**config.mk**
```make
export PLATFORM = sky130hd
export DESIGN_NAME = apb_requester
export DESIGN_NICKNAME = d
export VERILOG_FILES = /design/src/rtl/apb_pkg.sv /design/src/rtl/apb_requester.sv
export SDC_FILE = /design/constraint.sdc
export NUM_CORES = 1
export LEC_CHECK = 0
export CORE_ASPECT_RATIO = 0.75
export CORE_MARGIN = 3
export CORE_UTILIZATION = 25
export CTS_BUF_LIST = sky130_fd_sc_hd__clkbuf_8 sky130_fd_sc_hd__clkbuf_16
export DETAILED_ROUTE_END_ITERATION = 10
export PLACE_DENSITY = 0.66
export SETUP_SLACK_MARGIN = 0.05
export SKIP_LAST_GASP = 1
export SLEW_MARGIN = 20
export SYNTH_ARGS = -nofsm -noshare
export SYNTH_HDL_FRONTEND = slang
export SYNTH_SLANG_ARGS = --single-unit
```
**constraint.sdc**
```tcl
create_clock -name PCLK -period 1.25 [get_ports PCLK]
set_clock_uncertainty 0.05 [all_clocks]
set_input_delay 0.1875 -clock PCLK [delete_from_list [all_inputs] [get_ports PCLK]]
set_output_delay 0.1875 -clock PCLK [all_outputs]
set_load 0.005 [all_outputs]
```
**src/rtl/apb_pkg.sv**
```systemverilog
// Shared APB definitions: requester FSM states, bus widths and the
// register map of the I2C peripheral sitting behind the APB requester.
package apb_pkg;

  localparam int APB_WIDTH = 32;

  typedef enum logic [1:0] {
    IDLE   = 2'd0,
    SETUP  = 2'd1,
    ACCESS = 2'd2,
    RESP   = 2'd3
  } apb_state_t;

  // I2C peripheral register offsets
  localparam logic [APB_WIDTH-1:0] TX_FIFO    = 32'd0;
  localparam logic [APB_WIDTH-1:0] RX_FIFO    = 32'd4;
  localparam logic [APB_WIDTH-1:0] CONFIG     = 32'd8;
  localparam logic [APB_WIDTH-1:0] TIMEOUT    = 32'd12;
  localparam logic [APB_WIDTH-1:0] CURRENT_TX = 32'd16;

endpackage

```
**src/rtl/apb_requester.sv**
```systemverilog
// APB requester: turns one valid/ready command into a single APB transfer
// (SETUP then ACCESS) and returns the completion on a valid/ready response.
// Optional feature: define APB_REQUESTER_TIMEOUT_EN to abort ACCESS after
// TIMEOUT_CYCLES wait cycles with RSP_ERR and RSP_TIMEOUT set.
module apb_requester
  import apb_pkg::*;
#(
  parameter int TIMEOUT_CYCLES = 256
) (
  input  logic                 PCLK,
  input  logic                 PRESET,
  input  logic                 CMD_VALID,
  output logic                 CMD_READY,
  input  logic                 CMD_WRITE,
  input  logic [APB_WIDTH-1:0] CMD_ADDR,
  input  logic [APB_WIDTH-1:0] CMD_WDATA,
  output logic                 RSP_VALID,
  input  logic                 RSP_READY,
  output logic [APB_WIDTH-1:0] RSP_RDATA,
  output logic                 RSP_ERR,
  output logic                 RSP_TIMEOUT,
  output logic                 PSELx,
  output logic                 PENABLE,
  output logic                 PWRITE,
  output logic [APB_WIDTH-1:0] PADDR,
  output logic [APB_WIDTH-1:0] PWDATA,
  input  logic [APB_WIDTH-1:0] PRDATA,
  input  logic                 PREADY,
  input  logic                 PSLVERR
);

  apb_state_t state;
  apb_state_t state_next;
  logic       timeout_hit;

  // State register; reset abandons any transfer in flight
  always_ff @(posedge PCLK) begin
    if (PRESET) begin
      state <= IDLE;
    end else begin
      state <= state_next;
    end
  end

  // Next-state logic and the state-decoded handshake / APB strobes
  always_comb begin
    state_next = state;
    CMD_READY  = 1'b0;
    RSP_VALID  = 1'b0;
    PSELx      = 1'b0;
    PENABLE    = 1'b0;
    case (state)
      IDLE: begin
        CMD_READY = 1'b1;
        if (CMD_VALID) begin
          state_next = SETUP;
        end
      end
      SETUP: begin
        PSELx      = 1'b1;
        state_next = ACCESS;
      end
      ACCESS: begin
        PSELx   = 1'b1;
        PENABLE = 1'b1;
        if (PREADY || timeout_hit) begin
          state_next = RESP;
        end
      end
      RESP: begin
        RSP_VALID = 1'b1;
        if (RSP_READY) begin
          state_next = IDLE;
        end
      end
      default: state_next = IDLE;
    endcase
  end

  // Command capture and completion capture; the APB address/data/direction
  // only change on command accept so they stay quiet while PSELx is low
  always_ff @(posedge PCLK) begin
    if (PRESET) begin
      PWRITE    <= 1'b0;
      PADDR     <= '0;
      PWDATA    <= '0;
      RSP_RDATA <= '0;
      RSP_ERR   <= 1'b0;
    end else begin
      if (state == IDLE && CMD_VALID) begin
        PWRITE <= CMD_WRITE;
        PADDR  <= CMD_ADDR;
        PWDATA <= CMD_WDATA;
      end
      if (state == ACCESS) begin
        if (PREADY) begin
          RSP_ERR   <= PSLVERR;
          RSP_RDATA <= PWRITE ? '0 : PRDATA;
        end else if (timeout_hit) begin
          RSP_ERR   <= 1'b1;
          RSP_RDATA <= '0;
        end
      end
    end
  end

`ifdef APB_REQUESTER_TIMEOUT_EN
  localparam logic [15:0] TIMEOUT_LIMIT = 16'(TIMEOUT_CYCLES - 1);

  logic [15:0] wait_cnt;
  logic        rsp_timeout_q;

  // A completer answering on the limit cycle still wins over the abort
  assign timeout_hit = (state == ACCESS) && !PREADY && (wait_cnt == TIMEOUT_LIMIT);
  assign RSP_TIMEOUT = rsp_timeout_q;

  // Wait counter restarts every transfer and counts stalled ACCESS cycles
  always_ff @(posedge PCLK) begin
    if (PRESET) begin
      wait_cnt      <= '0;
      rsp_timeout_q <= 1'b0;
    end else begin
      if (state == SETUP) begin
        wait_cnt <= '0;
      end else if (state == ACCESS && !PREADY) begin
        wait_cnt <= wait_cnt + 16'd1;
      end
      if (state == ACCESS) begin
        if (PREADY) begin
          rsp_timeout_q <= 1'b0;
        end else if (timeout_hit) begin
          rsp_timeout_q <= 1'b1;
        end
      end
    end
  end
`else
  assign timeout_hit = 1'b0;
  assign RSP_TIMEOUT = 1'b0;
`endif

endmodule

```
Yosys cells after proc, flatten, opt, wreduce, memory -nomap -nowiden
Index checks and enable logic that the tools add are counted.
{"block": "word_totals", "reg_bits": 100, "output_inout_bits": 103, "word_cells": 26}
{"block": "op_classes", "eq_ne": 6, "muxes": 9, "n_reduce_logical": 5}
{"op": "2-to-1 mux 32 bit", "n": 1}
{"op": "one-hot mux 2 bit (4 select lines)", "n": 1}
{"op": "2-to-1 mux 2 bit", "n": 3}
{"op": "!= test 2 bit (second input constant)", "n": 3}
{"op": "equality test 2 bit (second input constant)", "n": 2}
{"op": "2-to-1 mux 1 bit", "n": 4}
{"op": "AND reduction 3 bit", "n": 1}
{"op": "equality test 2 x 1 -> 1 bit (second input constant)", "n": 1}
{"op": "zero test 2 bit", "n": 1}
{"op": "AND reduction 2 bit", "n": 1}
{"op": "OR reduction 2 bit", "n": 1}
{"op": "logical AND 1 bit", "n": 1}

Depth between registers and ports, before layout
Gate-level depths: netlist (run 1).
{"block": "depth", "word_depth": 3, "mapped_depth": 7}

Least setup slack after synthesis (run 1)
OpenSTA, ideal clock, no wires.
{"block": "synth_timing", "path_kind": "register to register", "startpoint": "register state[0]", "endpoint": "register state[1]", "setup_ns": 0.131, "t_arrival_ns": 1.198, "t_required_ns": 1.069, "slack_ns": -0.129, "path_stages_with_launch": 7, "path_buffers": 1, "period_less_slack_ns": 1.379, "path_cell_list": "dfxtp_1 > inv_1 > ha_1 > buf_6 > nor2b_4 > o311ai_1 > o41ai_1"}
{"block": "synth_via", "elab_chain_len": 3}
{"item": "start, declared", "line": "apb_requester.sv:32", "text": "apb_state_t state;"}
{"item": "start signal, assigned", "line": "apb_requester.sv:41", "text": "state <= state_next;"}
{"item": "equality test 2 bit or zero test 2 bit (tied branches)", "line": "apb_requester.sv:52", "text": "case (state)"}
{"item": "!= test 2 bit (no source line)"}
{"item": "AND reduction 3 bit (no source line)"}
Several ways; a longest one is shown, not always the timed one.
A chain may end at the register's enable or synchronous reset.

Final worst setup path (run 1)
{"block": "layout_timing", "startpoint": "register state[1]", "endpoint": "register PADDR[11]"}
{"block": "layout_via", "elab_chain_len": 2}
{"item": "zero test 2 bit", "line": "apb_requester.sv:90", "text": "if (state == IDLE && CMD_VALID) begin"}
{"item": "logical AND 1 bit", "line": "apb_requester.sv:90"}
{"item": "end signal, assigned", "line": "apb_requester.sv:85", "text": "PADDR <= '0;"}
{"item": "end signal, assigned", "line": "apb_requester.sv:92", "text": "PADDR <= CMD_ADDR;"}
{"item": "end, declared", "line": "apb_requester.sv:25", "text": "output logic [APB_WIDTH-1:0] PADDR,"}
No other way between the ends.

==> metrics.md, run 1 <==
| Metric | Value |
|---|---|
| Switching part of the total | `0.309` |
| Post-DP HPWL | `9280 um` |
| Fin crit share | `1.15` |
| Static Leak | `3.00 nW` |
| DR iter-0 viols | `212` |
| Setup-failing EPs final | `104` |
| Final Util | `0.473` |
| CTS Sinks | `100` |
| Global route overflow | `0` |
| WL per Instance | `17.2 um` |
| GP Congestion | `0.818` |
| Number of remaining DRC errors | `0` |
| Total of max-cap violations | `0` |
| Yosys warning total | `0` |
| Worst vdd ir | `0.914 mV` |
| Cell variety after synth | `22` |
| Vias in the first global route | `4,268` |
| Synthesized cell area | `0.00414 mm2` |
| Worst-path fanout max | `6` |
| Root Driver | `clkbuf_16` |
| Clk_lat worst skew | `350 ps` |
| Total GRT Usage | `0.156` |
| Fin crit period | `1430 ps` |
| Ant diodes | `0` |
| Cell count after synthesis | `452` |
| Top cells by area, synth | `dfxtp_1 (48%), a21oi_2 (11%), nand2_1 (10%)` |
| DP Area | `0.00647 mm2` |
| Area leader, netlist | `dfxtp_1` |
| Post-synth top area share | `0.484` |
| Final count of hold timing violations | `0` |
| Part of the power in the clock network | `0.269` |
| Largest net degree at the start of global routing | `38` |
| First-pass GRT wire length | `22,700 um` |
| Net Switching | `3.69 mW` |
| Layout cell share with drive strength beyond 1 | `0.450` |
| Slew Limit Fails | `0` |
| Die H | `117 um` |
| Synth Net Count | `558` |
| CTS H-tree lvls | `3` |
| Die width | `155 um` |
| Vias per cell | `4.65` |
| Kind of critical path | `flip-flop to flip-flop` |
| GR met3 Demand/Resource | `0.0631` |
| Via count | `4,154` |
| Row count | `40` |
| Hold Crit Class | `input port to flip-flop` |
| # hold bufs at CTS | `0` |
| RSZ-0062 raised after global routing | `true` |
| Final WL | `15,400 um` |
| Status | `finished with violations` |
| Most used routing layer | `met2` |
| Starting utilization of the core area | `0.257` |
| Num CTS Buffers | `9` |
| Number of synthesized register bits | `100` |
| Clock transition at path regs | `70 ps` |
| Design Area, Final | `0.00763 mm2` |
| F_max | `698 MHz` |
| Global Route met2 Usage | `0.239` |
| Critical Path Start Type | `flip-flop` |
| PnR Total Power | `11.9 mW` |
| Failing checks | `negative setup slack` |
| Reg power frac | `0.345` |
| # nets final | `786` |
| Critical path arrival | `1670 ps` |
| Post-route ant nets | `0` |
| CTS tree | `done` |
| Avg Cell Area, Syn | `9.15 um2` |
| I/O pin cnt | `206` |
| Core area | `0.0161 mm2` |
| Worst Setup End Kind | `flip-flop` |
| Worst-case clock buffer depth | `2` |
| Setup TNS | `-11,890 ps` |
| Data required, critical path | `1480 ps` |
| Internal power | `8.24 mW` |
| Number of port buffers | `204` |
| Initial antenna violation count | `0` |
| Setup slack after layout | `-184 ps` |
| Total die area | `0.0181 mm2` |
| Fill count | `1,503` |
| Pwr dens | `1560 mW/mm2` |
| Synth-to-layout area growth | `84.5%` |
| Post-synthesis sequential area ratio | `0.484` |
| Number of iterations in the first detailed-routing pass | `4` |
| Combinational power share | `0.385` |
| Met1 track demand over resource | `0.200` |
[cells by family (layout without fill, tap and decap cells)]
| logic type | after synthesis | count (layout) | share of synthesized area |
|---|---|---|---|
| AND/OR/NAND/NOR | 203 | 203 | 0.259 |
| other | 1 | 1 | 0.000907 |
| buffers and inverters | 43 | 275 | 0.0744 |
| adder cells (fa/ha/maj) | 3 | 3 | 0.00908 |
| AO/OA/AOI/OAI | 102 | 102 | 0.172 |
| flip-flops | 100 | 100 | 0.484 |
[cells in the mapped netlist, drive strengths merged]
cell / count
o41ai: 1
ha: 3
and2: 1
buf: 34
nand4b: 32
nand3: 1
o31ai: 1
dfxtp: 100
nor2b: 3
inv: 3
a21oi: 98
nand2: 166
o311a: 1
o311ai: 1
clkbuf: 6
conb: 1
[path summary, 6_finish.rpt]
kind | from | to | slack [ps] | cells past startpoint
setup / recovery | state[1] | PADDR[11] | -180 | 7
hold / removal | PRESET | PWDATA[4] | 50 | 2
setup reg to reg | state[1] | PADDR[11] | -180 | 7
hold reg to reg | RSP_RDATA[26] | RSP_RDATA[26] | 400 | 2
[layout by cell type, fill, tap and decap left out, drive strengths merged]
master         synthesis  layout
dlygate4sd2            0      40
clkdlybuf4s15          0      41
clkinvlp               0       1
nand4b                32      32
nand2                166     166
nand3                  1       1
o311ai                 1       1
conb                   1       1
o311a                  1       1
buf                   34      55
and2                   1       1
clkbuf                 6      29
a21oi                 98      98
clkdlybuf4s50          0     101
ha                     3       3
inv                    3       4
o41ai                  1       1
o31ai                  1       1
nor2b                  3       3
dlymetal6s2s           0       1
dfxtp                100     100
bufinv                 0       3
[stage by stage]
step	hold slack (ps)	cells	worst slack (ps)
2_1_floorplan	264	452	-6.75
3_3_place_gp	389	849	-270
3_5_place_dp	395	849	-284
4_1_cts	43.9	881	-191
5_1_grt	40.6	894	-245
6_report	47.1	894	-184
[power by group through the flow]
stage | Clock (mW) | Sequential [mW] | Combinational, mW
floorplan | 0 | 4.13 | 1.89
global placement | 0 | 4.09 | 3.66
detailed placement | 0 | 4.11 | 3.71
CTS | 3.31 | 4.09 | 4.19
global route | 3.42 | 4.18 | 4.91
finish | 3.21 | 4.12 | 4.60
[final cells by class]
type | count | area [um2] | area share
Timing Repair Buffer | 257 | 2640 | 0.347
Multi-Input combinational cell | 309 | 2300 | 0.301
Sequential cell | 100 | 2070 | 0.271
Tap cell | 210 | 263 | 0.0344
Clock buffer | 10 | 239 | 0.0313
Clock inverter | 5 | 101 | 0.0133
Inverter | 3 | 13.8 | 0.00180
[critical path, stage by stage (launching register included)]
cell and delay, ps:
dfxtp_4 360, inv_2 60, ha_4 180, and2_4 220, buf_12 150, clkbuf_16 180, nand2_4 50, a21oi_2 100
[sequential cells by signal (all words and copies together) (netlist names)]
signal and count:
state 2, RSP_RDATA 32, PADDR 32, PWRITE 1, RSP_ERR 1, PWDATA 32
[metal layers]
| metal | share of wire | vias to the layer above |
|---|---|---|
| met5 | 0 | - |
| li1 | - | 1965 |
| met1 | 0.44 | 1988 |
| met4 | 0.021 | 0 |
| met3 | 0.087 | 23 |
| met2 | 0.45 | 178 |
[repair_timing]
action / 4_1_cts / 5_1_grt
setup endpoints to repair: 202 / 176
cloned: 8 / 5
pin swaps: 40 / 19
endpoints found under the hold margin: 0 / 0
resized for setup: 237 / 122
setup buffers: 10 / 10
(Power assumes the default switching activity.)
==> run 2: changes to the inputs <==
Settings changed: RECOVER_POWER set to 100.
==> run 2 against run 1 <==
Against the previous run: the run still ends with negative setup slack left; flip-flop and latch count is the same; count of clock-buffer cells in the layout unchanged; global-route usage unchanged; core utilization shrank 0.054 points; final area down 0.11%; critical endpoint unchanged; largest cell class unchanged.
==> metrics.md, run 2 (synthesis results as in run 1) <==
| Metric | Value |
|---|---|
| Status | `finished with violations` |
| Crit path largest cell delay | `360 ps (about the same)` |
| CTS tree | `done` |
| Regs by FF count | `PADDR (32), PWDATA (32), RSP_RDATA (32)` |
| Switching part of the total | `0.309 (about the same)` |
| Dpl cells | `849 (unchanged)` |
| Root Driver | `clkbuf_16` |
| Layout Cells excl Fill | `894 (unchanged)` |
| Commonest cells after routing, fill and taps aside | `clkdlybuf4s50_1 (101), nand2_1 (85), a21oi_2 (76), dfxtp_1 (51), dfxtp_2 (47)` |
| Pwr dens | `1560 mW/mm2 (about the same)` |
| First-pass GRT wire length | `22,700 um (unchanged)` |
| RSZ-0062 raised after global routing | `true` |
| Final Util | `0.473 (-0.000543)` |
| Slew Limit Fails | `0 (unchanged)` |
| Via count | `4,160 (+0.14%)` |
| Internal power | `8.22 mW (-0.13%)` |
| Combinational power share | `0.385 (about the same)` |
| Layout cell share with drive strength beyond 1 | `0.440 (-0.0102)` |
| Post-DP HPWL | `9280 um (unchanged)` |
| Critical Path Start Type | `flip-flop` |
| Fin crit period | `1430 ps (-0.488 ps)` |
| Starting utilization of the core area | `0.257 (unchanged)` |
| Initial antenna violation count | `0 (unchanged)` |
| Ant diodes | `0 (unchanged)` |
| Data required, critical path | `1480 ps (about the same)` |
| Worst Setup End Kind | `flip-flop` |
| Number of port buffers | `204 (unchanged)` |
| Most common cell after layout, fill and taps aside | `clkdlybuf4s50_1` |
| CTS Sinks | `100 (unchanged)` |
| Worst vdd ir | `0.912 mV (-0.19%)` |
| Die width | `155 um (unchanged)` |
| Global route overflow | `0 (unchanged)` |
| CTS H-tree lvls | `3 (unchanged)` |
| F_max | `698 MHz (about the same)` |
| # nets final | `786 (unchanged)` |
| Net Switching | `3.68 mW (-0.20%)` |
| Post-route ant nets | `0 (unchanged)` |
| Part of the power in the clock network | `0.270 (about the same)` |
| Final count of hold timing violations | `0 (unchanged)` |
| Clock transition at path regs | `70 ps (about the same)` |
| Total of max-cap violations | `0 (unchanged)` |
| Core area | `0.0161 mm2 (unchanged)` |
| Synth-to-layout area growth | `84.3%` |
| Hold Crit Class | `input port to flip-flop` |
| DR iter-0 viols | `214 (+0.94%)` |
| Final WL | `15,300 um (-0.30%)` |
| Setup-failing EPs final | `104 (unchanged)` |
| Clk_lat worst skew | `350 ps (about the same)` |
| Largest net degree at the start of global routing | `38 (unchanged)` |
| Number of remaining DRC errors | `0 (unchanged)` |
| WL per Instance | `17.1 um (-0.30%)` |
| Reg power frac | `0.346 (about the same)` |
| GP Congestion | `0.818 (unchanged)` |
| Hold WS | `49.0 ps (+1.86 ps)` |
| Critical path arrival | `1660 ps (about the same)` |
| Crit-path cells | `inv_2, ha_4, and2_4, buf_12, clkbuf_16, nand2_4, a21oi_2` |
| Static Leak | `2.98 nW (-0.68%)` |
| I/O pin cnt | `206 (unchanged)` |
| Worst-path fanout max | `6 (unchanged)` |
| Die H | `117 um (unchanged)` |
| Total die area | `0.0181 mm2 (unchanged)` |
| Setup TNS | `-11,870 ps (+15.3 ps)` |
| DP Area | `0.00647 mm2 (unchanged)` |
| Row count | `40 (unchanged)` |
| Kind of critical path | `flip-flop to flip-flop` |
| Total GRT Usage | `0.156 (unchanged)` |
| Failing checks | `negative setup slack` |
| Num CTS Buffers | `9 (unchanged)` |
| Vias per cell | `4.65 (+0.14%)` |
| # hold bufs at CTS | `0 (unchanged)` |
| Fin crit share | `1.15 (about the same)` |
| Vias in the first global route | `4,268 (unchanged)` |
| Design Area, Final | `0.00762 mm2 (-0.11%)` |
| Number of iterations in the first detailed-routing pass | `4 (unchanged)` |
| Worst-case clock buffer depth | `2 (unchanged)` |
| Slowest CP cell | `dfxtp_4` |
| Setup slack after layout | `-183 ps (+0.488 ps)` |
==> run 2: changes by cell type in the layout (fill, tap and decap cells not counted) <==
cell      before  now
dfxtp_1       50   51
dfxtp_2       48   47
clkbuf_2      15    9
clkbuf_1       0    6
==> run 2: layout make-up <==
type / instances / area [um2]
sequential: 100 / 2070
clock buffer: 10 / 239
inverter: 3 / 13.8
fill: 1510 / 8490
timing repair buffer: 257 / 2640
clock inverter: 5 / 101
multi-input combinational: 309 / 2300
tap: 210 / 263
==> run 2: critical path, delay by kind of cell (launching register included) <==
kind                     cells  cell delay, ps
AO/OA/AOI/OAI                1             100
adder cells (fa/ha/maj)      1             180
buffers and inverters        3             400
flip-flops                   1             360
AND/OR/NAND/NOR              2             270
==> run 2: worst paths after layout <==
check             slack [ps]  cells after the start             to     startpoint
hold / removal            50                      2      PWDATA[4]         PRESET
setup / recovery        -180                      7      PADDR[11]       state[1]
hold reg to reg          400                      2  RSP_RDATA[20]  RSP_RDATA[20]
setup reg to reg        -180                      7      PADDR[11]       state[1]
==> run 2: metrics by stage <==
stage / total power, mW / setup slack [ps]
final: 11.9 / -183
after global routing: 12.5 / -245
after CTS: 11.6 / -191
after detailed placement: 7.82 / -284
after global placement: 7.75 / -270
after floorplan: 6.01 / -6.75
==> run 2: power groups by stage <==
| stage | Sequential, mW | Combinational, mW | Clock [mW] |
|---|---|---|---|
| finish | 4.11 | 4.58 | 3.21 |
| CTS | 4.09 | 4.19 | 3.31 |
| global route | 4.18 | 4.90 | 3.42 |
| global placement | 4.09 | 3.66 | 0 |
| detailed placement | 4.11 | 3.71 | 0 |
| floorplan | 4.13 | 1.89 | 0 |
==> run 2: metal layers <==
layer	up-vias	share of wire	global-route usage
met4	0	0.023	0.0518
li1	1964	-	-
met2	172	0.45	0.239
met1	1996	0.44	0.200
met5	-	0	0
met3	28	0.084	0.0631
==> run 2: repair_timing <==
action                     CTS  global route
hold endpoints to repair     0             0
buffers inserted            10            10
setup endpoints to repair  202           176
gates resized for setup    237           122
cloned                       8             5
pin swaps                   40            19
